### src/rtl/slow_clock_monitor_pkg.sv
//------------------------------------------------------------------------------
// Module      : slow_clock_monitor_pkg
// Description : Shared definitions for the slow clock monitor: FSM state type
//               and state encodings, plus the default parameter values used
//               by slow_clock_monitor.
// Revision    : 1.0 - initial release
//------------------------------------------------------------------------------
`default_nettype none

package slow_clock_monitor_pkg;

    // Default parameter values for slow_clock_monitor
    localparam int c_DEF_CNT_W      = 8;
    localparam int c_DEF_LOCK_COUNT = 4;
    localparam int c_DEF_TOL        = 1;
    localparam int c_DEF_TIMEOUT    = 64;

    // FSM state type and encodings
    typedef logic [1:0] state_t;

    localparam state_t c_ST_UNLOCKED = 2'd0;
    localparam state_t c_ST_ACQUIRE  = 2'd1;
    localparam state_t c_ST_LOCKED   = 2'd2;
    localparam state_t c_ST_LOST     = 2'd3;

endpackage

`default_nettype wire

### src/rtl/sync_edge_detect.sv
//------------------------------------------------------------------------------
// Module      : sync_edge_detect
// Description : Two-flop synchronizer followed by a previous-level register.
//               An edge is flagged while the synchronized level differs from
//               the previous-level register.
// Ports       : clk  - system clock (rising edge)
//               rst  - synchronous active-high reset
//               din  - asynchronous level to observe
//               rise - high for one cycle after a low-to-high transition
//               fall - high for one cycle after a high-to-low transition
// Revision    : 1.0 - initial release
//------------------------------------------------------------------------------
`default_nettype none

module sync_edge_detect (
    input  logic clk,
    input  logic rst,
    input  logic din,
    output logic rise,
    output logic fall
);

    logic r_sync1;
    logic r_sync2;
    logic r_prev;

    always_ff @(posedge clk) begin
        if (rst) begin
            r_sync1 <= 1'b0;
            r_sync2 <= 1'b0;
            r_prev  <= 1'b0;
        end else begin
            r_sync1 <= din;
            r_sync2 <= r_sync1;
            r_prev  <= r_sync2;
        end
    end

    assign rise = r_sync2 & ~r_prev;
    assign fall = ~r_sync2 & r_prev;

endmodule

`default_nettype wire

### src/rtl/slow_clock_monitor.sv
//------------------------------------------------------------------------------
// Module      : slow_clock_monitor
// Description : Measures half-period and period of a slow divided clock in
//               system-clock cycles, declares lock after LOCK_COUNT
//               consecutive matching periods, and flags loss when no edge is
//               seen for TIMEOUT cycles.
// Ports       : clk         - system clock (rising edge)
//               rst         - synchronous active-high reset
//               clk_slow_in - slow clock under observation
//               rise_stb    - one-cycle pulse per detected rising edge
//               fall_stb    - one-cycle pulse per detected falling edge
//               half_period - cycles between the last two detected edges
//               period      - sum of the last two half-periods, on rise
//               locked      - high while the FSM is LOCKED
//               lost        - sticky loss flag, cleared on LOCKED entry
// Revision    : 1.0 - initial release
//------------------------------------------------------------------------------
`default_nettype none

module slow_clock_monitor
    import slow_clock_monitor_pkg::*;
#(
    parameter int CNT_W      = c_DEF_CNT_W,
    parameter int LOCK_COUNT = c_DEF_LOCK_COUNT,
    parameter int TOL        = c_DEF_TOL,
    parameter int TIMEOUT    = c_DEF_TIMEOUT
) (
    input  logic             clk,
    input  logic             rst,
    input  logic             clk_slow_in,
    output logic             rise_stb,
    output logic             fall_stb,
    output logic [CNT_W-1:0] half_period,
    output logic [CNT_W-1:0] period,
    output logic             locked,
    output logic             lost
);

    localparam logic [CNT_W-1:0] c_CNT_MAX    = {CNT_W{1'b1}};
    localparam logic [CNT_W-1:0] c_TIMEOUT_M1 = CNT_W'(TIMEOUT - 1);
    localparam logic [CNT_W:0]   c_TOL        = (CNT_W + 1)'(TOL);
    localparam logic [3:0]       c_LOCK_COUNT = 4'(LOCK_COUNT);

    logic w_rise;
    logic w_fall;
    logic w_edge;

    sync_edge_detect u_sync_edge_detect (
        .clk  (clk),
        .rst  (rst),
        .din  (clk_slow_in),
        .rise (w_rise),
        .fall (w_fall)
    );

    assign w_edge = w_rise | w_fall;

    logic [CNT_W-1:0] r_hp_cnt;
    logic [CNT_W-1:0] r_half_period;
    logic [CNT_W-1:0] r_period;
    logic [3:0]       r_match_cnt;
    logic [1:0]       r_rise_cnt;    // rises seen since ACQUIRE entry, saturates at 2
    state_t           r_state;
    logic             r_lost;
    logic             r_rise_stb;
    logic             r_fall_stb;

    logic [CNT_W-1:0] w_hp_inc;
    logic [CNT_W:0]   w_sum;
    logic [CNT_W-1:0] w_new_period;
    logic [CNT_W:0]   w_diff;
    logic             w_match;
    logic             w_timeout;

    always_comb begin
        // Saturating increment doubles as the new half-period on an edge
        w_hp_inc     = (r_hp_cnt == c_CNT_MAX) ? c_CNT_MAX : r_hp_cnt + 1'b1;
        w_sum        = {1'b0, w_hp_inc} + {1'b0, r_half_period};
        w_new_period = w_sum[CNT_W] ? c_CNT_MAX : w_sum[CNT_W-1:0];
        if (w_new_period >= r_period) begin
            w_diff = {1'b0, w_new_period} - {1'b0, r_period};
        end else begin
            w_diff = {1'b0, r_period} - {1'b0, w_new_period};
        end
        w_match   = (w_diff <= c_TOL);
        // An edge in the timeout cycle wins, so the timeout is masked by it
        w_timeout = !w_edge && (r_hp_cnt == c_TIMEOUT_M1);
    end

    always_ff @(posedge clk) begin
        if (rst) begin
            r_hp_cnt      <= '0;
            r_half_period <= '0;
            r_period      <= '0;
            r_match_cnt   <= '0;
            r_rise_cnt    <= '0;
            r_state       <= c_ST_UNLOCKED;
            r_lost        <= 1'b0;
            r_rise_stb    <= 1'b0;
            r_fall_stb    <= 1'b0;
        end else begin
            r_rise_stb <= w_rise;
            r_fall_stb <= w_fall;
            r_hp_cnt   <= w_edge ? '0 : w_hp_inc;

            if (w_edge) begin
                r_half_period <= w_hp_inc;
            end
            if (w_rise) begin
                r_period <= w_new_period;
            end

            case (r_state)
                c_ST_UNLOCKED, c_ST_LOST: begin
                    if (w_edge) begin
                        r_state     <= c_ST_ACQUIRE;
                        r_match_cnt <= '0;
                        // An entry rise counts as the first load-only rise
                        r_rise_cnt  <= w_rise ? 2'd1 : 2'd0;
                    end
                end
                c_ST_ACQUIRE: begin
                    if (w_rise) begin
                        if (r_rise_cnt != 2'd2) begin
                            r_rise_cnt <= r_rise_cnt + 2'd1;
                        end else if (w_match) begin
                            if (r_match_cnt + 4'd1 == c_LOCK_COUNT) begin
                                r_state     <= c_ST_LOCKED;
                                r_lost      <= 1'b0;
                                r_match_cnt <= '0;
                            end else begin
                                r_match_cnt <= r_match_cnt + 4'd1;
                            end
                        end else begin
                            r_match_cnt <= '0;
                        end
                    end else if (w_timeout) begin
                        r_state <= c_ST_LOST;
                        r_lost  <= 1'b1;
                    end
                end
                c_ST_LOCKED: begin
                    if (w_rise && !w_match) begin
                        r_state     <= c_ST_ACQUIRE;
                        r_match_cnt <= '0;
                        r_rise_cnt  <= 2'd1;
                    end else if (w_timeout) begin
                        r_state <= c_ST_LOST;
                        r_lost  <= 1'b1;
                    end
                end
                default: begin
                    r_state <= c_ST_UNLOCKED;
                end
            endcase
        end
    end

    assign rise_stb    = r_rise_stb;
    assign fall_stb    = r_fall_stb;
    assign half_period = r_half_period;
    assign period      = r_period;
    assign locked      = (r_state == c_ST_LOCKED);
    assign lost        = r_lost;

endmodule

`default_nettype wire

### config.mk
export PLATFORM = sky130hd
export DESIGN_NAME = slow_clock_monitor
export DESIGN_NICKNAME = d
export VERILOG_FILES = /design/src/rtl/slow_clock_monitor_pkg.sv /design/src/rtl/sync_edge_detect.sv /design/src/rtl/slow_clock_monitor.sv
export SDC_FILE = /design/constraint.sdc
export NUM_CORES = 1
export LEC_CHECK = 0
export CAP_MARGIN = 20
export CORE_MARGIN = 2
export CORE_UTILIZATION = 30
export CTS_CLUSTER_SIZE = 30
export DETAILED_ROUTE_END_ITERATION = 12
export PLACE_DENSITY_LB_ADDON = 0.12
export SLEW_MARGIN = 20
export SYNTH_ARGS = -nofsm -noshare
export SYNTH_HDL_FRONTEND = slang
export SYNTH_SLANG_ARGS = --single-unit
### constraint.sdc
create_clock -name clk -period 16.7 [get_ports clk]
set_input_delay 3.34 -clock clk [delete_from_list [all_inputs] [get_ports clk]]
set_output_delay 3.34 -clock clk [all_outputs]
set_load 0.02 [all_outputs]
# ---- Yosys cells after proc, flatten, opt, wreduce, memory -nomap -nowiden
# Cells that the tools add are included.
dict set report op_classes {
  n_bitwise 5
  n_reduce_logical 12
  magnitude_cmp 2
  addsub 6
  n_mux 31
  n_eq_ne 16
}
# cell count
set ops {}
lappend ops {{$mux 4} 6}
lappend ops {{$mux 2} 11}
lappend ops {{$sub 8x8->9} 2}
lappend ops {{$mux 8} 2}
lappend ops {{$ne 2x2->1 const B} 6}
lappend ops {{$pmux 2 s3} 2}
lappend ops {{$pmux 4 s3} 1}
lappend ops {{$reduce_and 4->1} 3}
lappend ops {{$add 8x8->9} 1}
lappend ops {{$le 9x1->1 const B} 1}
lappend ops {{$mux 9} 1}
lappend ops {{$ne 3x3->1 const B} 3}
lappend ops {{$add 8x1->8 const B} 1}
lappend ops {{$eq 8x6->1 const B} 1}
lappend ops {{$eq 8x8->1 const B} 1}
lappend ops {{$ge 8x8->1} 1}
lappend ops {{$mux 1} 7}
lappend ops {{$reduce_and 5->1} 1}
lappend ops {{$add 4x1->4 const B} 1}
lappend ops {{$eq 2x2->1 const B} 2}
lappend ops {{$eq 4x3->1 const B} 1}
lappend ops {{$reduce_or 2->1} 2}
lappend ops {{$add 2x1->2 const B} 1}
lappend ops {{$and 1x1->1} 2}
lappend ops {{9 further kinds} 12}
dict set report word_totals {
  wordCells 84
  reg_bits 38
  output_inout_bits 20
  input_bits 3
}

# ---- Logic depth before layout (Yosys ltp)
dict set report logic_depth {
  depth_word 11
  mapped_depth 25
  mapped_depth_nobuf 24
}

# ---- Modules after synthesis
# From an unflattened synthesis, not the netlist that was laid out.
dict set report unflattened {
  hier_cells 356
  area_unflattened_um2 2851.5
}
# module instances cells_each seq_area_each_um2 area_each_um2
set by_module_without_submodules {}
lappend by_module_without_submodules {slow_clock_monitor 1 348 700.7 2760.1}
lappend by_module_without_submodules {sync_edge_detect 1 8 60.1 91.3}

# ---- Least setup slack after synthesis
# No wires, ideal clock.
dict set report synth_timing {
  kind {flip-flop to flip-flop}
  start {reg r_hp_cnt[0]}
  end {reg r_state[0]}
  synth_period_minus_slack_ps 5267
  t_required_ps 16588
  path_stages_with_launch 24
  t_arrival_ps 5155
  setup_time_ps 112
  path_slack_ps 11433
  path_buffers 0
  path_cell_list {dfxtp_1 ha_1 and4_1 nand4_1 nand2_1 ha_1 inv_1 fa_1 nor2b_1 o21ai_0 a21boi_0 o21ai_0 a21oi_1 nor2_1 ha_1 fa_1 or2b_1 a21oi_1 mux2i_1 nand4bb_1 nor3b_1 a22o_1 nor2_1 a2111oi_1}
}
dict set report synth_between {
  elab_chain_len 11
  elab_cells_between_ends 20
  classes_between {add/sub: 4; order compare: 2; eq/ne: 3; mux: 7; reduce/logical: 4}
}
# element line_no
set synth_lines {}
lappend synth_lines {{from (decl)} slow_clock_monitor.sv:58} ;# logic [CNT_W-1:0] r_hp_cnt;
lappend synth_lines {{from (signal assigned)} slow_clock_monitor.sv:104} ;# r_hp_cnt <= w_edge ? '0 : w_hp_inc;
lappend synth_lines {{$add 8x1->8 / $eq 8x8->1 (equally long branches)} slow_clock_monitor.sv:77} ;# w_hp_inc = (r_hp_cnt == c_CNT_MAX) ? c_CNT_MAX : r_hp_cnt + 1'b1;
lappend synth_lines {{$mux 8 *} slow_clock_monitor.sv:77}
lappend synth_lines {{named net w_hp_inc[0]} slow_clock_monitor.sv:68} ;# logic [CNT_W-1:0] w_hp_inc;
lappend synth_lines {{$add 8x8->9 *} slow_clock_monitor.sv:78} ;# w_sum = {1'b0, w_hp_inc} + {1'b0, r_half_period};
lappend synth_lines {{$mux 8 *} slow_clock_monitor.sv:79} ;# w_new_period = w_sum[CNT_W] ? c_CNT_MAX : w_sum[CNT_W-1:0];
lappend synth_lines {{$sub 8x8->9, or another cell as far along} slow_clock_monitor.sv:83} ;# w_diff = {1'b0, r_period} - {1'b0, w_new_period};
lappend synth_lines {{$mux 9 *} slow_clock_monitor.sv:80} ;# if (w_new_period >= r_period) begin
lappend synth_lines {{$le 9x1->1 *} slow_clock_monitor.sv:85} ;# w_match = (w_diff <= c_TOL);
lappend synth_lines {{$logic_not 1->1} slow_clock_monitor.sv:143} ;# if (w_rise && !w_match) begin
lappend synth_lines {{$logic_and 1x1->1} slow_clock_monitor.sv:143}
lappend synth_lines {{$mux 2} slow_clock_monitor.sv:143}
lappend synth_lines {{$pmux 2 s3} slow_clock_monitor.sv:113} ;# case (r_state)
lappend synth_lines {{to (signal assigned)} slow_clock_monitor.sv:116} ;# r_state <= c_ST_ACQUIRE;
lappend synth_lines {{to (signal assigned)} slow_clock_monitor.sv:144} ;# r_state <= c_ST_ACQUIRE;
lappend synth_lines {{to (signal assigned)} slow_clock_monitor.sv:148} ;# r_state <= c_ST_LOST;
lappend synth_lines {{to (decl)} slow_clock_monitor.sv:63} ;# state_t r_state;
# The timed path passes the listed nets; every way through them passes the cells marked *.
# A chain may end at the register's enable or synchronous reset.

# ---- Worst setup path in the final report
# Ends and elaborated chain as after synthesis.

==> summary.txt <==
Routing
  • Number of vias in the routed layout: approximately 2,800
  • DRT met1 WL: between 3 and 4 mm
  • DRC Markers: 0
  • Wire per inst: approximately 14 µm
  • DR WL met2: ~3.5 mm
  • Met3 WL: 189 µm
  • DR iter-0 viols: 130
  • Max Used Layer: met4
  • Total routed wirelength: approximately 7.5 mm
  • Vias per cell: 5.06
  • Drt pass-1 iters: 4
  • ANT nets after route: 0

Setup path
  • Worst setup EP type: flip-flop
  • Top delay family on crit path: simple AND/OR/NAND/NOR gates
  • Reg2reg path depth: 23
  • Reg2reg end: r_state[0]
  • CP max-delay cell: nor3b_1
  • Slowest cell delay on critical path: ~650 ps
  • Critical Path AT: ~6400 ps
  • WS Path Type: reg -> reg
  • Worst Path Required: between 15,000 and 20,000 ps
  • Reg-to-reg startpoint: r_hp_cnt[0]
  • Critical path fanouts, max: 10
  • WP buf/inv: 1
  • Startpoint types: flip-flop
  • R2R setup slack: about 11,000 ps
  • Worst path most repeated cell: ha_1
  • Critical path, cell by cell: ha_1 -> and4_1 -> nand4_1 -> nand2_1 -> ha_1 -> inv_1 -> fa_1 -> nor2b_1 -> o21ai_0 -> a21boi_0 -> o21ai_0 -> a21oi_1 -> nor2_1 -> ha_1 -> fa_1 -> or2b_1 -> a21oi_1 -> mux2i_1 -> nand4bb_1 -> nor3b_1 -> a22o_1 -> nor2_1 -> a2111oi_1

Synth
  • Number of synthesized flops with an enable pin: 0
  • Largest family of logic cells by synthesized area: simple AND/OR/NAND/NOR gates
  • Synth top area share: between 20 and 25%
  • Synth area leaders: dfxtp_1 25%, ha_1 13%, nor2_1 7.5%
  • Mapped cell area: between 3000 and 4000 µm²
  • Post-Synth Adder-Cell Area: 14.9%
  • Post-Synth Simple-Gate Area: 24.6%
  • Seq cells post-synth: 38
  • Synth Area in Compound Gates: 23.7%
  • Synth cell types: between 60 and 70
  • Syn_area_per_cell: between 7 and 8 µm²
  • Share of synthesized registers carrying an async set or reset: 0%
  • Syn Inst Count: between 300 and 400
  • Count leader, synth: nor2_1
  • Synth Area in XOR/XNOR: around 4.0%
  • Cell taking the most area after synthesis: dfxtp_1
  • Commonest cells post-synth: 62 x nor2_1, 38 x dfxtp_1, 37 x inv_1, 32 x ha_1, 30 x a21oi_1
  • Ys Warns: 0
  • Most used flip-flop cell after synthesis: dfxtp_1
  • Sequential fraction of the synthesis area: about a quarter
  • Mux cell area share after synthesis: 0.970%
  • Syn_nets: 437

Floorplan
  • Die area: approximately 11,000 µm²
  • Die Wd: 106 µm
  • Ports: 23
  • Core Box Area: between 10,000 and 15,000 µm²
  • Rows: 37
  • Initial core utilization: just over 30%
  • Die Ht: between 100 and 150 µm

Placed design
  • GPL Wtd Cong: 0.851
  • Post-DP HPWL: 5.74 mm
  • Worst slack at placement: 10,530 ps
  • Port bufs: 22

Timing
  • Actual slew at the worst max-slew pin: 930 ps
  • Fin Setup TNS: 0 ps
  • Worst setup margin: about 11,000 ps
  • Slew headroom: 38.0%
  • Min Tclk post-route: 6170 ps
  • Fmax: ~160 MHz
  • RSZ-0062 raised after global routing: no
  • Skew final: between 7 and 8 ps
  • Hold Vio Cnt, Final: 0
  • Final Setup Violations: 0
  • Max-slew violation count: 0
  • Period utilisation layout: a little under two fifths

Flow run
  • Max cap viols: 0

Power and ir drop
  • VDD IR max: between 30 and 40 µV
  • Leak: ~1.5 nW
  • Part of the power in registers: between 30 and 40%
  • Clock Power Share: 25.3%
  • Cell Int Power: 0.000171 W
  • Sw power: about 0.00010 W
  • Pwr dens: between 70 and 80 nW/µm²
  • Sw Ratio: about 37%
  • Logic pwr share: slightly below 40%

Clock network
  • Clock sink count: 38
  • Root Driver: clkbuf_8
  • CTS Buf Count: 5
  • Longest Clk Path Bufs: 2
  • H-tree depth: 2
  • Clock insertion delay at the later pin of the skew report: a little under 300 ps
  • Post-CTS Setup Inserts: 0
  • Hold buffer count at cts: 0
  • Resize count post-CTS: 0
  • CTS clk-pin slew, worst paths: 80 ps
  • CTS tree: yes

Run status
  • Outcome: completed

Cells and area
  • P&R area growth vs syn: 13.2%
  • Share of layout cells above drive strength 1: under 10%
  • Number of antenna diodes: 0
  • Final-stage net count: 450

Min path
  • Hold Path Stages: 1
  • Worst hold endpoint: u_sync_edge_detect.r_sync2
  • Worst hold start: u_sync_edge_detect.r_sync1
  • Tightest Hold Check Type: reg -> reg

Global route
  • Largest net degree at the start of global routing: 29
  • Initial antenna violation count: 0
  • Overflow after GRT: 0
  • GRT Overall Usage: between 10% and 20%
  • First-pass GRT wire length: between 10 and 15 mm
  • Vias in the first global route: ~2,600
## logic make-up (layout without fill, tap and decap cells)
family                     Yosys count  after routing
AOI/OAI and AO/OA                  106            106
xor gates and xnor gates            14             14
muxes                                3              3
buffers and inverters               54             68
and+or+nand+nor                    149            149
DFF                                 38             38
adders and majority gates           35             35
## worst max path at each step
stage	start	to	cells after the start
2_1_floorplan	r_hp_cnt[0]	r_state[0]	23
4_1_cts	r_hp_cnt[0]	r_state[0]	23
6_report	r_hp_cnt[0]	r_state[0]	23
3_5_place_dp	r_hp_cnt[0]	r_state[0]	23
3_3_place_gp	r_hp_cnt[0]	r_state[0]	23
5_1_grt	r_hp_cnt[0]	r_state[0]	23
## layout by cell type, fill, tap and decap left out, types with 3 or more instances in the layout
cell type | netlist | final
nor2_1 | 62 | 62
dfxtp_1 | 38 | 38
inv_1 | 37 | 37
ha_1 | 32 | 32
a21oi_1 | 30 | 30
clkdlybuf4s50_1 | 0 | 22
nand2_1 | 19 | 19
o21ai_0 | 14 | 14
xnor2_1 | 11 | 11
a211oi_1 | 11 | 11
nand3_1 | 9 | 9
nor2b_1 | 9 | 9
nor3_1 | 7 | 7
nand2b_1 | 7 | 7
nand4_1 | 6 | 6
o211ai_1 | 6 | 6
clkbuf_8 | 0 | 6
o21a_1 | 5 | 5
a21o_1 | 5 | 5
o31ai_1 | 5 | 5
and2_1 | 4 | 4
nor3b_1 | 4 | 4
a31oi_1 | 3 | 3
mux2i_1 | 3 | 3
xor2_1 | 3 | 3
o211a_1 | 3 | 3
fa_1 | 3 | 3
## cell type report
type                    count  area [µm²]
fillers                  1101        6680
multi-input cells         307        2110
flip-flops and latches     38         761
repair buffers             23         228
well taps                 136         170
inverters                  37         139
clock buffers               6        82.6
clock inverters             2        16.3
## stage by stage
step	cells	area (µm²)	util (%)	hold slack [ps]	total power [W]
after detailed placement	541	3410	33.4	427	0.000205
after global routing	549	3500	34.4	461	0.000296
after global placement	541	3410	33.4	416	0.000206
after floorplan	399	3100	-	414	0.000183
after CTS	549	3500	34.4	449	0.000278
final	549	3500	34.4	441	0.000273
## per-layer routing
metal | up-vias | track usage, %
li1 | 1436 | -
met1 | 1290 | 18.5
met2 | 46 | 23.4
met3 | 8 | 1.86
met4 | 0 | 3.57
met5 | - | 0
## state kept, by name (all words and copies together) (netlist names)
name                        flops
lost                            1
r_state                         2
u_sync_edge_detect.r_prev       1
u_sync_edge_detect.r_sync2      1
r_rise_cnt                      2
half_period                     8
r_hp_cnt                        8
period                          8
fall_stb                        1
u_sync_edge_detect.r_sync1      1
rise_stb                        1
r_match_cnt                     4
## worst register-to-register path, delay by kind of cell (launching register included)
kind                     cells  cell delay (ps)
adder cells (fa/ha/maj)      5             1430
AO/OA/AOI/OAI                7             1810
AND/OR/NAND/NOR              9             2100
multiplexers                 1              260
buffers and inverters        1               50
flip-flops                   1              400
## power by group through the flow
stage / sequential [W] / combinational (W) / clock [W]
finish: 0.0000974 / 0.000106 / 0.0000689
global route: 0.0000980 / 0.000120 / 0.0000780
CTS: 0.0000975 / 0.000106 / 0.0000738
detailed placement: 0.0000996 / 0.000106 / 0
global placement: 0.0000997 / 0.000107 / 0
floorplan: 0.000101 / 0.0000826 / 0
Note: power is estimated with default switching activity, not from simulation.
